===== config.mk =====
export PLATFORM = sky130hd
export DESIGN_NAME = game_core_multi
export DESIGN_NICKNAME = d
export VERILOG_FILES = /design/src/rtl/game_pkg.sv /design/src/rtl/dog_integrator.sv /design/src/rtl/game_core_multi.sv
export SDC_FILE = /design/constraint.sdc
export NUM_CORES = 1
export LEC_CHECK = 0
export ABC_AREA = 1
export CAP_MARGIN = 20
export CORE_MARGIN = 8
export CORE_UTILIZATION = 35
export DETAILED_ROUTE_END_ITERATION = 10
export DONT_BUFFER_PORTS = 1
export PLACE_DENSITY_LB_ADDON = 0.2
export SLEW_MARGIN = 40
export SYNTH_ARGS = -nofsm -noshare
export SYNTH_HDL_FRONTEND = slang
export SYNTH_HIERARCHICAL = 1
export SYNTH_SLANG_ARGS = --single-unit

===== constraint.sdc =====
create_clock -name clk -period 21.3 [get_ports clk]
set_clock_uncertainty 0.1 [all_clocks]
set_input_delay 2.13 -clock clk [delete_from_list [all_inputs] [get_ports clk]]
set_output_delay 2.13 -clock clk [all_outputs]
set_load 0.03 [all_outputs]

===== src/rtl/game_pkg.sv =====
// Shared fixed-point constants, FSM state type and reset layout for the dog physics core.
package game_pkg;

  localparam int FRAC_BITS = 8;
  localparam int VEL_W     = 10;
  localparam int POS_IW    = 12;

  localparam logic signed [VEL_W-1:0] VEL_MIN = 10'sh200;
  localparam logic signed [VEL_W-1:0] VEL_MAX = 10'sh1FF;
  localparam logic signed [VEL_W:0]   SUM_MIN = -11'sd512;
  localparam logic signed [VEL_W:0]   SUM_MAX = 11'sd511;

  localparam int RST_X0 = 100;
  localparam int RST_DX = 64;
  localparam int RST_Y0 = 100;
  localparam int RST_DY = 32;
  localparam logic signed [VEL_W-1:0] RST_VX = 10'sd384;
  localparam logic signed [VEL_W-1:0] RST_VY = 10'sd256;

  typedef enum logic [1:0] {IDLE, MOVE, COLLIDE, DONE} state_e;

  function automatic logic signed [VEL_W-1:0] sat_add(
    input logic signed [VEL_W-1:0] a,
    input logic signed [VEL_W-1:0] b
  );
    logic signed [VEL_W:0] s;
    s = {a[VEL_W-1], a} + {b[VEL_W-1], b};
    if (s > SUM_MAX) return VEL_MAX;
    else if (s < SUM_MIN) return VEL_MIN;
    else return s[VEL_W-1:0];
  endfunction

endpackage


===== src/rtl/dog_integrator.sv =====
// One axis of one dog for one frame: integer step from the old velocity, friction, wall bounce.
module dog_integrator import game_pkg::*; #(
  parameter int P_W      = 10,
  parameter int LIMIT    = 592,
  parameter int FRICTION = 251
) (
  input  logic [P_W-1:0]          p_i,
  input  logic signed [VEL_W-1:0] v_i,
  output logic [P_W-1:0]          p_o,
  output logic signed [VEL_W-1:0] v_o
);
  localparam int PROD_W = 2 * VEL_W;
  localparam logic signed [POS_IW-1:0] LIM_S  = POS_IW'(LIMIT);
  localparam logic [P_W-1:0]           LIM_P  = P_W'(LIMIT);
  localparam logic signed [PROD_W-1:0] FRIC_S = PROD_W'(FRICTION);

  logic signed [POS_IW-1:0] p_ext, v_ext, p_sum;
  logic signed [PROD_W-1:0] v_wide, prod;
  logic signed [VEL_W-1:0]  v_fr, v_half;
  logic                     unused_prod;

  always_comb begin
    p_ext  = {{(POS_IW-P_W){1'b0}}, p_i};
    v_ext  = {{(POS_IW-VEL_W){v_i[VEL_W-1]}}, v_i};
    p_sum  = p_ext + (v_ext >>> FRAC_BITS);
    v_wide = {{VEL_W{v_i[VEL_W-1]}}, v_i};
    prod   = v_wide * FRIC_S;
    // Bits [17:8] of the product equal the arithmetic >>>8 truncated to velocity width.
    v_fr   = prod[FRAC_BITS +: VEL_W];
    v_half = v_fr >>> 1;
    p_o    = p_sum[P_W-1:0];
    v_o    = v_fr;
    if (p_sum[POS_IW-1]) begin
      p_o = '0;
      v_o = -v_half;
    end else if (p_sum > LIM_S) begin
      p_o = LIM_P;
      v_o = -v_half;
    end
  end

  assign unused_prod = ^{prod[FRAC_BITS-1:0], prod[PROD_W-1:FRAC_BITS+VEL_W]};

endmodule


===== src/rtl/game_core_multi.sv =====
// Multi-dog physics core: one shared x/y integrator walks the dogs, then optional pair collisions.
// Define DOG_COLLIDE_EN to build the COLLIDE state, pair swap logic and hit counters.
module game_core_multi import game_pkg::*; #(
  parameter int N_DOGS   = 4,
  parameter int SCREEN_W = 640,
  parameter int SCREEN_H = 480,
  parameter int BOX_W    = 48,
  parameter int BOX_H    = 32,
  parameter int FRICTION = 251
) (
  input  logic                      clk,
  input  logic                      rst,
  input  logic                      frame_tick,
  input  logic                      kick_valid,
  output logic                      kick_ready,
  input  logic [2:0]                kick_id,
  input  logic signed [VEL_W-1:0]   kick_dvx,
  input  logic signed [VEL_W-1:0]   kick_dvy,
  output logic [N_DOGS*10-1:0]      posx_flat,
  output logic [N_DOGS*9-1:0]       posy_flat,
  output logic [N_DOGS*VEL_W-1:0]   velx_flat,
  output logic [N_DOGS*VEL_W-1:0]   vely_flat,
  output logic [N_DOGS*8-1:0]       hits_flat,
  output logic                      busy,
  output logic                      frame_done,
  output logic                      overrun
);
  state_e                  state_q;
  logic [2:0]              idx_q;
  logic                    frame_done_q, overrun_q, kick_fire;
  logic [9:0]              mv_px, px_d;
  logic [8:0]              mv_py, py_d;
  logic signed [VEL_W-1:0] mv_vx, mv_vy, vx_d, vy_d;

  assign busy       = (state_q != IDLE);
  assign kick_ready = (state_q == IDLE);
  assign kick_fire  = kick_valid && kick_ready;
  assign frame_done = frame_done_q;
  assign overrun    = overrun_q;

  always_comb begin
    mv_px = '0;
    mv_py = '0;
    mv_vx = '0;
    mv_vy = '0;
    for (int k = 0; k < N_DOGS; k++) begin
      if (idx_q == 3'(k)) begin
        mv_px = posx_flat[k*10 +: 10];
        mv_py = posy_flat[k*9 +: 9];
        mv_vx = velx_flat[k*VEL_W +: VEL_W];
        mv_vy = vely_flat[k*VEL_W +: VEL_W];
      end
    end
  end

  dog_integrator #(.P_W(10), .LIMIT(SCREEN_W - BOX_W), .FRICTION(FRICTION)) u_int_x (
    .p_i(mv_px), .v_i(mv_vx), .p_o(px_d), .v_o(vx_d)
  );
  dog_integrator #(.P_W(9), .LIMIT(SCREEN_H - BOX_H), .FRICTION(FRICTION)) u_int_y (
    .p_i(mv_py), .v_i(mv_vy), .p_o(py_d), .v_o(vy_d)
  );

`ifdef DOG_COLLIDE_EN
  logic [2:0]              ci_q, cj_q;
  logic [9:0]              xi, xj;
  logic [8:0]              yi, yj;
  logic signed [VEL_W-1:0] vxi, vyi, vxj, vyj;
  logic signed [11:0]      dx, dy;
  logic [11:0]             adx, ady;
  logic                    overlap;

  always_comb begin
    xi = '0; yi = '0; vxi = '0; vyi = '0;
    xj = '0; yj = '0; vxj = '0; vyj = '0;
    for (int k = 0; k < N_DOGS; k++) begin
      if (ci_q == 3'(k)) begin
        xi  = posx_flat[k*10 +: 10];
        yi  = posy_flat[k*9 +: 9];
        vxi = velx_flat[k*VEL_W +: VEL_W];
        vyi = vely_flat[k*VEL_W +: VEL_W];
      end
      if (cj_q == 3'(k)) begin
        xj  = posx_flat[k*10 +: 10];
        yj  = posy_flat[k*9 +: 9];
        vxj = velx_flat[k*VEL_W +: VEL_W];
        vyj = vely_flat[k*VEL_W +: VEL_W];
      end
    end
    dx  = $signed({2'b00, xi}) - $signed({2'b00, xj});
    dy  = $signed({3'b000, yi}) - $signed({3'b000, yj});
    adx = dx[11] ? -dx : dx;
    ady = dy[11] ? -dy : dy;
    overlap = (state_q == COLLIDE) && (adx < 12'(BOX_W)) && (ady < 12'(BOX_H));
  end
`endif

  for (genvar gi = 0; gi < N_DOGS; gi++) begin : g_dog
    logic [9:0]              posx_q;
    logic [8:0]              posy_q;
    logic signed [VEL_W-1:0] velx_q, vely_q;

    always_ff @(posedge clk) begin
      if (rst) begin
        posx_q <= 10'(RST_X0 + RST_DX * gi);
        posy_q <= 9'(RST_Y0 + RST_DY * gi);
        velx_q <= (gi % 2 == 0) ? RST_VX : -RST_VX;
        vely_q <= RST_VY;
      end else if (kick_fire && kick_id == 3'(gi)) begin
        velx_q <= sat_add(velx_q, kick_dvx);
        vely_q <= sat_add(vely_q, kick_dvy);
      end else if (state_q == MOVE && idx_q == 3'(gi)) begin
        posx_q <= px_d;
        posy_q <= py_d;
        velx_q <= vx_d;
        vely_q <= vy_d;
      end
`ifdef DOG_COLLIDE_EN
      else if (overlap && ci_q == 3'(gi)) begin
        velx_q <= vxj;
        vely_q <= vyj;
      end else if (overlap && cj_q == 3'(gi)) begin
        velx_q <= vxi;
        vely_q <= vyi;
      end
`endif
    end

    assign posx_flat[gi*10 +: 10]       = posx_q;
    assign posy_flat[gi*9 +: 9]         = posy_q;
    assign velx_flat[gi*VEL_W +: VEL_W] = velx_q;
    assign vely_flat[gi*VEL_W +: VEL_W] = vely_q;

`ifdef DOG_COLLIDE_EN
    logic [7:0] hits_q;
    always_ff @(posedge clk) begin
      if (rst) hits_q <= '0;
      else if (overlap && (ci_q == 3'(gi) || cj_q == 3'(gi)) && hits_q != 8'hFF)
        hits_q <= hits_q + 8'd1;
    end
    assign hits_flat[gi*8 +: 8] = hits_q;
`else
    assign hits_flat[gi*8 +: 8] = 8'h00;
`endif
  end

  always_ff @(posedge clk) begin
    if (rst) begin
      state_q      <= IDLE;
      idx_q        <= '0;
      frame_done_q <= 1'b0;
      overrun_q    <= 1'b0;
`ifdef DOG_COLLIDE_EN
      ci_q         <= 3'd0;
      cj_q         <= 3'd1;
`endif
    end else begin
      frame_done_q <= 1'b0;
      overrun_q    <= frame_tick && (state_q != IDLE);
      case (state_q)
        IDLE: if (frame_tick) begin
          state_q <= MOVE;
          idx_q   <= '0;
        end
        MOVE: if (idx_q == 3'(N_DOGS - 1)) begin
`ifdef DOG_COLLIDE_EN
          if (N_DOGS > 1) begin
            state_q <= COLLIDE;
            ci_q    <= 3'd0;
            cj_q    <= 3'd1;
          end else begin
            state_q      <= DONE;
            frame_done_q <= 1'b1;
          end
`else
          state_q      <= DONE;
          frame_done_q <= 1'b1;
`endif
        end else begin
          idx_q <= idx_q + 3'd1;
        end
`ifdef DOG_COLLIDE_EN
        // Pairs advance (i, j) lexicographically; the last pair is (N-2, N-1).
        COLLIDE: if (cj_q == 3'(N_DOGS - 1)) begin
          if (ci_q == 3'(N_DOGS - 2)) begin
            state_q      <= DONE;
            frame_done_q <= 1'b1;
          end else begin
            ci_q <= ci_q + 3'd1;
            cj_q <= ci_q + 3'd2;
          end
        end else begin
          cj_q <= cj_q + 3'd1;
        end
`endif
        DONE:    state_q <= IDLE;
        default: state_q <= IDLE;
      endcase
    end
  end

endmodule


======== After elaboration in Yosys (flattened, before gate mapping) ========
Index checks and enable logic that the tools add are counted.
storage, ports and cells
  register bits after elaboration ......... 163
  bits of input ports ..................... 27
  word-level logic and storage cells ...... 157
operators by class
  reduce and logical (&&, ||, !) cells .... 26
  multipliers ............................. 2
  $lt $le $gt $ge ......................... 18
  eq/ne operators ......................... 10
  add/sub/neg operators ................... 13
  bitwise gates (word level) .............. 5
  mux-type cells .......................... 63
operators with widths
  cell                                                                               number
  10-bit two-way mux                                                                 50
  10-bit by 10-bit adder with 11-bit output                                          8
  11-bit by 10-bit greater-than comparator with 1-bit output, second input constant  8
  11-bit by 10-bit less-than comparator with 1-bit output, second input constant     8
  9-bit two-way mux                                                                  6
  10-bit by 9-bit multiplier with 18-bit output, second input constant               2
  9-bit negator with 10-bit output                                                   2
  11-bit by 2-bit adder with 12-bit output                                           1
  3-bit by 2-bit equality test with 1-bit output, second input constant              4
  12-bit by 10-bit greater-than comparator with 1-bit output, second input constant  1
  12-bit by 11-bit greater-than comparator with 1-bit output, second input constant  1
  2-bit nonzero test                                                                 6
  10-bit by 2-bit adder with 11-bit output                                           1
  1-bit logical AND                                                                  10
  2-bit AND reduction                                                                5
  3-bit by 1-bit equality test with 1-bit output, second input constant              2
  3-bit logical NOT                                                                  2
  3-bit two-way mux                                                                  2
  3-bit one-hot mux with 2 select lines                                              1
  1-bit inverter                                                                     5
  2-bit two-way mux                                                                  2
  2-bit inequality test, second input constant                                       2
  2-bit one-hot mux with 2 select lines                                              1
  3-bit by 1-bit adder with 3-bit output, second input constant                      1
  other kinds (6)                                                                    6

======== Longest topological paths before layout ========
Gate-level depths: netlist (run 1).
  depth after elaboration ................. 11
  gate-level depth with buffers ........... 40
  gate-level depth less buffers ........... 38

======== Modules after synthesis ========
The synthesis (run 1) kept the hierarchy.
modules (own cells, without submodules)
  module                    cells an instance  times used  area an instance (µm²)
  game_core_multi           2025               1           12598.3
  dog_integrator (u_int_x)  517                1           3326.9
  dog_integrator (u_int_y)  480                1           3218.1

======== Worst setup path after synthesis (run 1) ========
No wires, ideal clock.
  path type ............................... flip-flop to flip-flop
  from .................................... register idx_q[0]
  to ...................................... register g_dog[3].vely_q[9]
  buffers on the path ..................... 2
  cell stages (with the launch flop) ...... 28
  data arrival time ....................... 7.009 ns
  data required time ...................... 21.072 ns
  path slack .............................. 14.063 ns
  setup time .............................. 0.128 ns
  period minus slack after synthesis ...... 7.237 ns
  cells stage by stage .................... dfxtp_1 ha_1 ha_1 clkbuf_1 inv_2 clkbuf_1 o21ai_0 inv_1 fa_1 fa_1 inv_1 fa_1 inv_1 fa_1 inv_1 ha_1 nand2_1 inv_1 a21oi_1 nand4_1 nand2_1 nand3_1 nor2_1 nand3_1 nand3_1 o21ai_2 a221oi_1 nor2_1
on the way
  longest elaborated chain between the ends .. 11
RTL lines
  item                                                                                                            RTL line                                                          text
  from (decl)                                                                                                     game_core_multi.sv:29                                             logic [2:0] idx_q;
  from (signal assigned)                                                                                          game_core_multi.sv:179                                            idx_q <= idx_q + 3'd1;
  3-bit logical NOT                                                                                               game_core_multi.sv:47                                             if (idx_q == 3'(k)) begin
  10-bit two-way mux (3 in series)                                                                                game_core_multi.sv:47
  10-bit two-way mux (*)                                                                                          game_core_multi.sv:47
  via mv_vy[9]                                                                                                    game_core_multi.sv:33                                             logic signed [VEL_W-1:0] mv_vx, mv_vy, vx_d, vy_d;
  10-bit by 9-bit multiplier with 18-bit output or 10-bit by 2-bit adder with 11-bit output (tied branches)       dog_integrator.sv:27, dog_integrator.sv:25
  9-bit negator with 10-bit output or 12-bit by 10-bit greater-than comparator with 1-bit output (tied branches)  dog_integrator.sv:35, dog_integrator.sv:38, dog_integrator.sv:36
  10-bit two-way mux                                                                                              dog_integrator.sv:36                                              end else if (p_sum > LIM_S) begin
  10-bit two-way mux (*)                                                                                          dog_integrator.sv:33                                              if (p_sum[POS_IW-1]) begin
  via vy_d[9]                                                                                                     game_core_multi.sv:33
  10-bit two-way mux (*)                                                                                          game_core_multi.sv:111                                            end else if (state_q == MOVE && idx_q == 3'(gi)) begin
  10-bit two-way mux (*)                                                                                          game_core_multi.sv:108                                            end else if (kick_fire && kick_id == 3'(gi)) begin
  to (signal assigned)                                                                                            game_core_multi.sv:110                                            vely_q <= sat_add(vely_q, kick_dvy);
  to (signal assigned)                                                                                            game_core_multi.sv:115                                            vely_q <= vy_d;
  to (decl)                                                                                                       game_core_multi.sv:100                                            logic signed [VEL_W-1:0] velx_q, vely_q;
The timed path passes the listed nets; every way through them passes the cells marked *. The select of a mux whose other input is x is not followed.
A chain may end at the register's enable or synchronous reset.

======== Final worst setup path (run 1) ========
  from .................................... register idx_q[1]
  to ...................................... register g_dog[2].velx_q[9]
on the way
  longest elaborated chain between the ends .. 11
RTL lines
  item                                                                                                            RTL line                                                          text
  3-bit logical NOT                                                                                               game_core_multi.sv:47
  10-bit two-way mux (3 in series)                                                                                game_core_multi.sv:47
  10-bit two-way mux (*)                                                                                          game_core_multi.sv:47
  via mv_vx[8]                                                                                                    game_core_multi.sv:33
  10-bit by 9-bit multiplier with 18-bit output or 11-bit by 2-bit adder with 12-bit output (tied branches)       dog_integrator.sv:27, dog_integrator.sv:25
  9-bit negator with 10-bit output or 12-bit by 11-bit greater-than comparator with 1-bit output (tied branches)  dog_integrator.sv:35, dog_integrator.sv:38, dog_integrator.sv:36
  10-bit two-way mux                                                                                              dog_integrator.sv:36
  10-bit two-way mux (*)                                                                                          dog_integrator.sv:33
  via vx_d[9]                                                                                                     game_core_multi.sv:33
  10-bit two-way mux (*)                                                                                          game_core_multi.sv:111
  10-bit two-way mux (*)                                                                                          game_core_multi.sv:108
  to (signal assigned)                                                                                            game_core_multi.sv:106                                            velx_q <= (gi % 2 == 0) ? RST_VX : -RST_VX;
  to (signal assigned)                                                                                            game_core_multi.sv:109                                            velx_q <= sat_add(velx_q, kick_dvx);
  to (signal assigned)                                                                                            game_core_multi.sv:114                                            velx_q <= vx_d;
  to (decl)                                                                                                       game_core_multi.sv:100
Marks and branches as above.

==> run metrics, run 1 <==
final hold violation count=0; outcome=finished clean; Tmin final=7740 ps; synthesized area per cell=6.33 um2; Commonest cells post-synth=nand2_1 (867), inv_1 (523), nor2_1 (229), nand3_1 (221), o21ai_0 (198); Overflow after GRT=0; post-synth top area share=17.0%; Critical Path Start Type=register; initial antenna violation count=0; number of buffers created by CTS=17; first-pass GRT wire length=108 mm; Tcrit/Tclk final=36.3%; # setup viols final=0; CP delay by family, top=adder cells; total negative slack=0 ps; Max stage delay on crit path=590 ps; post-DP HPWL=55.8 mm; RSZ-0062 raised after global routing=no; Max Slew Vio Count=0; GPL Wtd Cong=0.897; crit-path max FO=24; vias per cell=5.17; most used cell, CP=inv_1; Core Area=53900 um2; Initial Util=35.5%; total wire length=70.1 mm; drt initial violations=1411; clk sinks=163; Seq/Total Area, Yosys=17.0%; post-route ant nets=0; Residual DRC=0; CTS clock-pin slew for the worst setup and hold paths=80 ps; TritonCTS clock tree=done; total global-route track usage=21.9%; ys async rst share=0%; CTS root buf=clkbuf_16; DIE AREA=62400 um2; Clk Latency, worst-skew pair=480 ps; Filler Cells Inserted=5870; Synth area leader=dfxtp_1; port buffer count=0; Worst Setup End Kind=register; Worst EP arrival=8000 ps; largest cells by area after synthesis=dfxtp_1 (17%), nand2_1 (17%), ha_1 (12%); pre-CTS setup slack=13630 ps; Max clock buf depth=2; final worst slack=13560 ps; CP max stage cell=o21ai_1; yosys warns=6; antenna diode count=0; Seq cells post-synth=163; Top FF cell, synth=dfxtp_1; share of layout cells above drive strength 1=4.32%; # IOs=219; number of global-route vias before repair=18400; Die X=250 um; Worst Hold Class=register to register; # rows=85; hold_buf cts=0; P&R area growth vs syn=5.61%; Max-slew headroom=42.2%; worst slew pin tran=866 ps; post-synth cell types=50; cts repair resizes=0; DRT Pass-1 Iters=5; Bufs and invs on worst path=8; largest net degree at the start of global routing=63; die height=250 um; Max Cap Viol=0; Crit Path Class=register to register; Critical Path RT=21570 ps; Final nets=3272; overall via count from detail_route=19000; Synth Instances=3022; most common cell in the netlist=nand2_1; Max Freq=129 MHz; Post-CTS Setup Inserts=0; post-synthesis cell area=19100 um2; Post-synth EDFFs=0; H-tree Lvls=4; routed length per instance=19.1 um
## metal layers
metal | vias up | routed length, um | GRT usage (%)
li1 | 9387 | - | -
met1 | 8858 | 31000 | 28.5
met2 | 663 | 31600 | 35.6
met3 | 106 | 5380 | 4.93
met4 | 0 | 2060 | 7.43
met5 | - | 0 | 0
## kinds of logic after synthesis
logic type	synth area share (%)
and+or+nand+nor	31.6
buffers and inverters	13.8
AOI/OAI and AO/OA	12.7
adders and majority gates	21.4
DFF	17.0
xor gates and xnor gates	3.46
other	0.0196
## through the flow
| stage | area, um2 | hold slack, ps | cells | utilization, % |
|---|---|---|---|---|
| global placement | 19600 | 412 | 3648 | 36.4 |
| CTS | 20200 | 466 | 3679 | 37.5 |
| detailed placement | 19600 | 452 | 3648 | 36.4 |
| floorplan | 19300 | 388 | 3053 | - |
| global route | 20200 | 501 | 3679 | 37.5 |
| finish | 20200 | 460 | 3679 | 37.5 |
## worst paths after layout
path              slack [ps]  cells after the start                   from                         endpoint
hold / removal           460                      2  idx_q[1]$_SDFFE_PP0P_            idx_q[1]$_SDFFE_PP0P_
setup / recovery       13560                     33  idx_q[1]$_SDFFE_PP0P_  g_dog[2].velx_q[9]$_SDFFE_PP0P_
hold reg to reg          460                      2  idx_q[1]$_SDFFE_PP0P_            idx_q[1]$_SDFFE_PP0P_
setup reg to reg       13560                     33  idx_q[1]$_SDFFE_PP0P_  g_dog[2].velx_q[9]$_SDFFE_PP0P_
## area by class of cell
cell class	instances	area (um2)	share of cell area, %
Tap cell	696	871	4.31
Timing Repair Buffer	10	75.1	0.371
Inverter	538	2030	10.0
Multi-Input combinational cell	2241	13400	66.2
Clock inverter	12	145	0.718
Sequential cell	163	3260	16.1
Clock buffer	19	453	2.24
## cell usage in the layout (no fill, tap or decap), types with 32 or more instances in the layout
master / Yosys / final
fa_1: 90 / 90
inv_1: 523 / 522
o21ai_0: 198 / 190
conb_1: 1 / 32
nand4_1: 43 / 43
dfxtp_1: 163 / 163
xnor2_1: 34 / 34
nand2_1: 867 / 866
ha_1: 184 / 183
a21oi_1: 148 / 148
xor2_1: 38 / 38
nor2_1: 229 / 228
nand3_1: 221 / 221
## sequential cells by signal, summed over array words and instances, names as in the netlist
| signal | flops |
|---|---|
| frame_done | 1 |
| g_dog.vely_q | 40 |
| state_q | 2 |
| idx_q | 3 |
| g_dog.posx_q | 40 |
| g_dog.velx_q | 40 |
| overrun | 1 |
| g_dog.posy_q | 36 |
## worst min-delay path, cell delays in order (launching register included)
cell and delay [ps]:
dfxtp_1 330, inv_1 100, a211oi_1 80
Power of run 1 is left out: the tool's default activity adds up to more than one toggle a clock period on the data nets, which glitch-free logic cannot reach.
==> run 2: changes to the inputs <==
Clock period 21.3 ns to 6.8 ns, I/O delays scaled along.
==> run metrics, run 2 (synthesized netlist as in run 1, its figures left out) <==
outcome=finished clean; drt initial violations=1237; pre-CTS setup slack=21.5 ps; final worst slack=302 ps; Die X=250 um; CTS clock-pin slew for the worst setup and hold paths=70 ps; biggest regs=g_dog.posx_q (40), g_dog.velx_q (40), g_dog.vely_q (40); CP delay by family, top=adder cells; Max Slew Vio Count=0; H-tree Lvls=4; Final nets=3379; most frequent cells in the layout=nand2_1 (860), inv_1 (509), nand3_1 (221), nor2_1 (221); Initial Util=35.5%; Worst Setup End Kind=register; hold_buf cts=0; DRT Pass-1 Iters=5; # IOs=219; met3 WL=4.38 mm; Max Freq=154 MHz; Max Cap Viol=0; number of buffers created by CTS=17; Crit Path Class=register to register; Tmin final=6500 ps; Worst Hold Class=input pin to register; # rows=85; DR WL met2=33.5 mm; dpl cells=3740; worst slew pin tran=826 ps; TritonCTS clock tree=done; Max clock buf depth=2; vias per cell=5.14; first-pass GRT wire length=109 mm; Max stage delay on crit path=560 ps; most used cell, CP=nand3_1; highest routed metal layer=met4; DIE AREA=62400 um2; Max-slew headroom=44.9%; initial antenna violation count=0; port buffer count=0; number of global-route vias before repair=18700; M1 wire length=31.3 mm; Worst EP arrival=6760 ps; total wire length=70.8 mm; overall via count from detail_route=19500; die height=250 um; routed length per instance=18.7 um; share of layout cells above drive strength 1=9.12%; post-DP HPWL=57.0 mm; Critical Path Start Type=register; Bufs and invs on worst path=8; Overflow after GRT=0; final hold violation count=0; Core Area=53900 um2; clk sinks=163; post-route ant nets=0; crit-path max FO=7; Fin Hold WS=190 ps; Critical Path RT=7060 ps; total global-route track usage=22.0%; Post-Layout Cell Count=3787; GPL Wtd Cong=0.953; Clk Latency, worst-skew pair=470 ps; largest net degree at the start of global routing=82; CP max stage cell=fa_1; Residual DRC=0; most common cell after layout, fill and taps aside=nand2_1; # setup viols final=0; CTS root buf=clkbuf_16; Tcrit/Tclk final=95.6%; P&R area growth vs syn=11.0%; antenna diode count=0
==> run 2: cell types whose count changed in the layout (fill, tap and decap cells not counted), sizes merged <==
cell / delta
buf: +107
bufinv: +1
clkbuf: -2
clkinvlp: +5
inv: -3
==> run 2: cell type report <==
class                      count  area [um2]
tap                          696         871
fill                        5842       32700
multi-input combinational   2241       13500
timing repair buffer         117         901
inverter                     538        2050
clock inverter                15         194
sequential                   163        3260
clock buffer                  17         425
==> run 2: timing repair <==
action | 4_1_cts | 5_1_grt
buffers inserted | 0 | 14
gates resized for setup | 1 | 81
endpoints found under the setup margin | 2 | 59
pin swaps | 0 | 13
==> run 2: worst reg2reg max path, delay by kind of cell, from the launching register on <==
family / cells / cell delay, ps
flops: 1 / 410
simple gates: 15 / 1870
compound gates: 4 / 590
buf+inv: 8 / 820
fa+ha+maj: 6 / 2640
==> run 2: path summary, 6_finish.rpt <==
check,from,endpoint,slack [ps],cells after the start
setup / recovery,idx_q[0]$_SDFFE_PP0P_,g_dog[0].vely_q[7]$_SDFFE_PP0P_,300,33
hold / removal,rst,frame_done$_SDFF_PP0_,190,1
hold reg to reg,idx_q[1]$_SDFFE_PP0P_,idx_q[1]$_SDFFE_PP0P_,450,2
setup reg to reg,idx_q[0]$_SDFFE_PP0P_,g_dog[0].vely_q[7]$_SDFFE_PP0P_,300,33
==> run 2: metal layers <==
layer / vias up / track usage (%)
met4: 0 / 5.47
met3: 104 / 3.65
met1: 9172 / 28.2
met2: 596 / 37.9
li1: 9606 / -
met5: - / 0
==> run 2: stage by stage <==
step | TNS [ps] | util, % | instance area, um2
global route | -16.4 | 39.4 | 21200
floorplan | 0 | - | 19300
detailed placement | 0 | 37.7 | 20300
global placement | 0 | 37.7 | 20300
CTS | 0 | 38.8 | 20900
finish | 0 | 39.4 | 21200
Power of run 2 is left out for the same reason.
